--- src/rtl/gf_mul_engine_if.sv ---
// Handshake bundle for gf_mul_engine: operand request side and product response side.
// Lane i occupies bits [i*WIDTH +: WIDTH] of each data bus.
interface gf_mul_engine_if #(
    parameter int unsigned WIDTH = 8,
    parameter int unsigned LANES = 4
);
    logic                     in_valid;
    logic                     in_ready;
    logic [LANES*WIDTH-1:0]   a_in;
    logic [LANES*WIDTH-1:0]   b_in;
    logic                     out_valid;
    logic                     out_ready;
    logic [LANES*WIDTH-1:0]   product;
    logic                     busy;

    modport master (
        output in_valid, a_in, b_in, out_ready,
        input  in_ready, out_valid, product, busy
    );

    modport slave (
        input  in_valid, a_in, b_in, out_ready,
        output in_ready, out_valid, product, busy
    );
endinterface

--- src/rtl/gf_mul_engine.sv ---
// Multi-lane iterative GF(2^WIDTH) multiplier, shift-and-add with xtime.
// One shared IDLE/BUSY/DONE controller; WIDTH cycles per operation.
module gf_mul_engine #(
    parameter int unsigned WIDTH = 8,
    parameter logic [31:0] POLY  = 32'h1B,
    parameter int unsigned LANES = 4
) (
    input  logic           clk,
    input  logic           rst,
    gf_mul_engine_if.slave bus
);
    localparam int unsigned   CW       = (WIDTH > 2) ? $clog2(WIDTH) : 1;
    localparam int unsigned   N        = LANES * WIDTH;
    localparam logic [CW-1:0] CNT_LAST = CW'(WIDTH - 1);
    localparam logic [WIDTH-1:0] POLY_W = POLY[WIDTH-1:0];

    typedef enum logic [1:0] {
        IDLE = 2'd0,
        BUSY = 2'd1,
        DONE = 2'd2
    } state_t;

    state_t        state_q, state_d;
    logic [N-1:0]  a_q, a_d;
    logic [N-1:0]  b_q, b_d;
    logic [N-1:0]  acc_q, acc_d;
    logic [N-1:0]  product_q, product_d;
    logic [CW-1:0] cnt_q, cnt_d;
    logic          in_ready_q, in_ready_d;
    logic          out_valid_q, out_valid_d;
    logic          busy_q, busy_d;

    function automatic logic [WIDTH-1:0] xtime(input logic [WIDTH-1:0] x);
        return {x[WIDTH-2:0], 1'b0} ^ (x[WIDTH-1] ? POLY_W : '0);
    endfunction

    always_comb begin
        state_d     = state_q;
        a_d         = a_q;
        b_d         = b_q;
        acc_d       = acc_q;
        product_d   = product_q;
        cnt_d       = cnt_q;
        in_ready_d  = in_ready_q;
        out_valid_d = out_valid_q;
        busy_d      = busy_q;
        unique case (state_q)
            IDLE: begin
                if (bus.in_valid && in_ready_q) begin
                    state_d    = BUSY;
                    a_d        = bus.a_in;
                    b_d        = bus.b_in;
                    acc_d      = '0;
                    cnt_d      = '0;
                    in_ready_d = 1'b0;
                    busy_d     = 1'b1;
                end
            end
            BUSY: begin
                // one multiplier bit per lane per cycle, LSB of b first
                for (int i = 0; i < int'(LANES); i++) begin
                    acc_d[i*WIDTH +: WIDTH] = acc_q[i*WIDTH +: WIDTH]
                        ^ (b_q[i*WIDTH] ? a_q[i*WIDTH +: WIDTH] : '0);
                    a_d[i*WIDTH +: WIDTH] = xtime(a_q[i*WIDTH +: WIDTH]);
                    b_d[i*WIDTH +: WIDTH] = b_q[i*WIDTH +: WIDTH] >> 1;
                end
                cnt_d = cnt_q + CW'(1);
                if (cnt_q == CNT_LAST) begin
                    state_d     = DONE;
                    product_d   = acc_d;
                    out_valid_d = 1'b1;
                end
            end
            DONE: begin
                if (bus.out_ready) begin
                    state_d     = IDLE;
                    out_valid_d = 1'b0;
                    in_ready_d  = 1'b1;
                    busy_d      = 1'b0;
                end
            end
            default: begin
                state_d     = IDLE;
                in_ready_d  = 1'b1;
                out_valid_d = 1'b0;
                busy_d      = 1'b0;
            end
        endcase
    end

    always_ff @(posedge clk) begin
        if (rst) begin
            state_q     <= IDLE;
            a_q         <= '0;
            b_q         <= '0;
            acc_q       <= '0;
            product_q   <= '0;
            cnt_q       <= '0;
            in_ready_q  <= 1'b1;
            out_valid_q <= 1'b0;
            busy_q      <= 1'b0;
        end else begin
            state_q     <= state_d;
            a_q         <= a_d;
            b_q         <= b_d;
            acc_q       <= acc_d;
            product_q   <= product_d;
            cnt_q       <= cnt_d;
            in_ready_q  <= in_ready_d;
            out_valid_q <= out_valid_d;
            busy_q      <= busy_d;
        end
    end

    assign bus.in_ready  = in_ready_q;
    assign bus.out_valid = out_valid_q;
    assign bus.product   = product_q;
    assign bus.busy      = busy_q;
endmodule
--- src/flat_wrapper.sv ---
// flat-port wrapper written by rule: the top's interface ports become plain ports
module gf_mul_engine_flat 
#(
    parameter int unsigned WIDTH = 8,
    parameter logic [31:0] POLY  = 32'h1B,
    parameter int unsigned LANES = 4
)
  (clk, rst, bus_in_valid, bus_a_in, bus_b_in, bus_out_ready, bus_in_ready, bus_out_valid, bus_product, bus_busy);
  gf_mul_engine_if #(.WIDTH(WIDTH), .LANES(LANES)) bus_i ();
  input  logic clk;
  input  logic rst;
  input wire logic [$bits(bus_i.in_valid)-1:0] bus_in_valid;
  input wire logic [$bits(bus_i.a_in)-1:0] bus_a_in;
  input wire logic [$bits(bus_i.b_in)-1:0] bus_b_in;
  input wire logic [$bits(bus_i.out_ready)-1:0] bus_out_ready;
  output wire logic [$bits(bus_i.in_ready)-1:0] bus_in_ready;
  output wire logic [$bits(bus_i.out_valid)-1:0] bus_out_valid;
  output wire logic [$bits(bus_i.product)-1:0] bus_product;
  output wire logic [$bits(bus_i.busy)-1:0] bus_busy;
  assign bus_i.in_valid = bus_in_valid;
  assign bus_i.a_in = bus_a_in;
  assign bus_i.b_in = bus_b_in;
  assign bus_i.out_ready = bus_out_ready;
  assign bus_in_ready = bus_i.in_ready;
  assign bus_out_valid = bus_i.out_valid;
  assign bus_product = bus_i.product;
  assign bus_busy = bus_i.busy;
  gf_mul_engine #(.WIDTH(WIDTH), .POLY(POLY), .LANES(LANES)) u_core (.clk(clk), .rst(rst), .bus(bus_i));
endmodule
--- config.mk ---
export PLATFORM = sky130hd
export DESIGN_NAME = gf_mul_engine_flat
export DESIGN_NICKNAME = d
export VERILOG_FILES = /design/src/rtl/gf_mul_engine_if.sv /design/src/rtl/gf_mul_engine.sv /design/src/flat_wrapper.sv
export SDC_FILE = /design/constraint.sdc
export NUM_CORES = 1
export LEC_CHECK = 0
export BUFFER_PORTS_ARGS = -buffer_cell sky130_fd_sc_hd__buf_2
export CAP_MARGIN = 10
export CORE_MARGIN = 10
export CORE_UTILIZATION = 40
export DETAILED_ROUTE_END_ITERATION = 10
export PLACE_DENSITY = 0.7
export SYNTH_ARGS = -nofsm -noshare
export SYNTH_HDL_FRONTEND = slang
export SYNTH_SLANG_ARGS = --single-unit
--- constraint.sdc ---
create_clock -name clk -period 2.1 [get_ports clk]
set_input_delay 0.105 -clock clk [delete_from_list [all_inputs] [get_ports clk]]
set_output_delay 0.105 -clock clk [all_outputs]
set_load 0.02 [all_outputs]
==> run metrics <==
Worst-Skew Late Latency 0.42 ns; largest net degree at the start of global routing around 90; grt ovf 0; GRT Util Overall 0.157; Final WS setup 0.322 ns; RSZ-0062 raised after global routing false; Post-CTS Resized 0; Die ar. 20200 sq um; footprint of the multi-input gates 2820 sq um; Starting Density 0.410; vias in the first global route about 5000; commonest cells after routing, fill and taps aside nand2_1 (147), dfxtp_1 (136), buf_2 (101); most common cell after layout, fill and taps aside nand2_1; final WL 15900 um; Mapped Cells 671; hold slack 0.0855 ns; drt via density between 5 and 6; final cycle utilization of the critical path 0.846; ant diodes 0; chip height 142 um; I/O pin count 103; HPWL after DPL about 10000 um; CTS tree done; overall power 6.74 mW; number of CTS-inserted buffers 17; Clock transition at path regs 0.06 ns; number of flops mapped to enable cells by yosys 0; Hold Path Class in -> reg; layout cell share with drive strength beyond 1 0.193; number of max-cap violations 0; FF/Latch Area 2720 sq um; Mapped Nets roughly 740; startpoint types register; post-synthesis async set-or-reset flop share 0; first-pass GRT wire length 25800 um; P&R area growth vs syn 28.7%; Root Driver clkbuf_16; Detailed Routing Iterations Pass 1 5; Port Buffers 102; status finished clean; Yosys cell types 39; PD cells just under 900 nW/um^2; Crit Path Max Fanout just under 90; min cycle time layout ~1.8 ns; final setup fails 0; Ys Warns 0; site row count 44; Max VDD drop 608 uV; # nets final 869; sequential cell area fraction in the yosys report 0.455; Synth Register Bits 136; share of the synthesized area in the top cell type 0.455; clock sink total 136; deepest clock path buffer count 2; Final Max Slew Viols 0; top post-synthesis cells by area dfxtp_1 (46%), a311oi_1 (9.5%), nand2_1 (9.2%), xor2_1 (4.7%), a211oi_1 (4.1%); Max-slew headroom 0.582; Mean Syn Cell Area approximately 8.9 sq um; DR WL/cell 16.0 um; Worst-Margin Slew 0.626 ns; CP endpoint kind register; via count ~5400; CP required ~2.4 ns; Arr. time, crit path 2.09 ns; Core ar. 14600 sq um; endpoints failing hold 0; H-tree depth 4; skew final 0.0104 ns; Setup WS pre-CTS 0.333 ns; initial antenna violation count 0; antenna-violating nets left 0; GPL Wtd Cong 0.783; die width about 140 um; setup bufs post-CTS 0; DRC Markers 0; P_leak a little under 3 nW; Max Clk Rate ~0.56 GHz; number of hold buffers added after cts between 60 and 70; DR iter-0 viols just under 400; setup TNS 0 ns; post-layout util 0.528; cell area after synthesis 5980 sq um; filler cell count ~1300; top_reg_cell synth dfxtp_1; dominant cell type by area after synthesis dfxtp_1; critical path start-end classification reg -> reg
## registers in the layout (all words and copies together) (netlist names), 2 cells and up
name,count
u_core.a_q,32
u_core.acc_q,32
u_core.b_q,32
u_core.bus.product,32
u_core.cnt_q,3
u_core.state_q,2
## per-layer routing
layer / track usage / up-vias / share of wire
li1: - / 2683 / -
met1: 0.193 / 2529 / 0.45
met2: 0.253 / 130 / 0.48
met3: 0.0497 / 18 / 0.058
met4: 0.0511 / 0 / 0.013
met5: 0 / - / 0
## path summary, 6_finish.rpt
path                                                    endpoint  cells after the start  slack (ns)                            from
worst max-delay path               u_core.acc_q[23]$_SDFFE_PP0P_                      4        0.32  u_core.state_q[1]$_SDFFE_PP0P_
worst min-delay path            u_core.bus.in_ready$_SDFFE_PP1P_                      4        0.09                    bus_in_valid
worst max register to register     u_core.acc_q[23]$_SDFFE_PP0P_                      4        0.32  u_core.state_q[1]$_SDFFE_PP0P_
worst min register to register      u_core.bus.busy$_SDFFE_PP0P_                      2        0.47    u_core.bus.busy$_SDFFE_PP0P_
## critical path: stages (launching register included)
cell	delay [ns]
dfxtp_1	0.43
and2b_4	0.44
buf_12	0.33
a31oi_1	0.13
a311oi_1	0.30
## synthesized netlist by cell type, drive strengths merged, types with 3 or more instances
library cell / n
nand2: 147
dfxtp: 136
a311oi: 66
buf: 51
nor3: 51
nor2: 49
a211oi: 33
xor2: 32
clkbuf: 21
a31oi: 19
o2bb2ai: 13
a221o: 12
xnor2: 12
a22o: 6
a21oi: 5
nand2b: 3
## cell type report
cell class,instances,share of cell area
multi-input combinational,462,0.366
sequential,136,0.354
clock buffer,19,0.0576
clock inverter,13,0.0192
inverter,1,0.000488
timing repair buffer,181,0.173
tap,184,0.0299
## per-stage QoR
step,instances,area (sq um)
floorplan,671,5980
global placement,899,6450
detailed placement,899,6450
CTS,996,7700
global route,996,7700
finish,996,7700
## kinds of logic after synthesis
group | Yosys count | share of synthesized area
simple gates | 257 | 0.182
xor+xnor | 44 | 0.0645
compound gates | 158 | 0.217
buf+inv | 73 | 0.0753
flops | 136 | 0.455
mux | 1 | 0.00188
fa+ha+maj | 2 | 0.00419
## power breakdown
part / total (mW) / leakage, nW / internal [mW] / switching [mW]
Combinational: 0.875 / 1.52 / 0.404 / 0.471
Sequential: 2.92 / 1.11 / 2.74 / 0.173
Clock: 2.95 / 0.276 / 1.79 / 1.16
Total: 6.74 / 2.91 / 4.94 / 1.81
(Power assumes the default switching activity.)
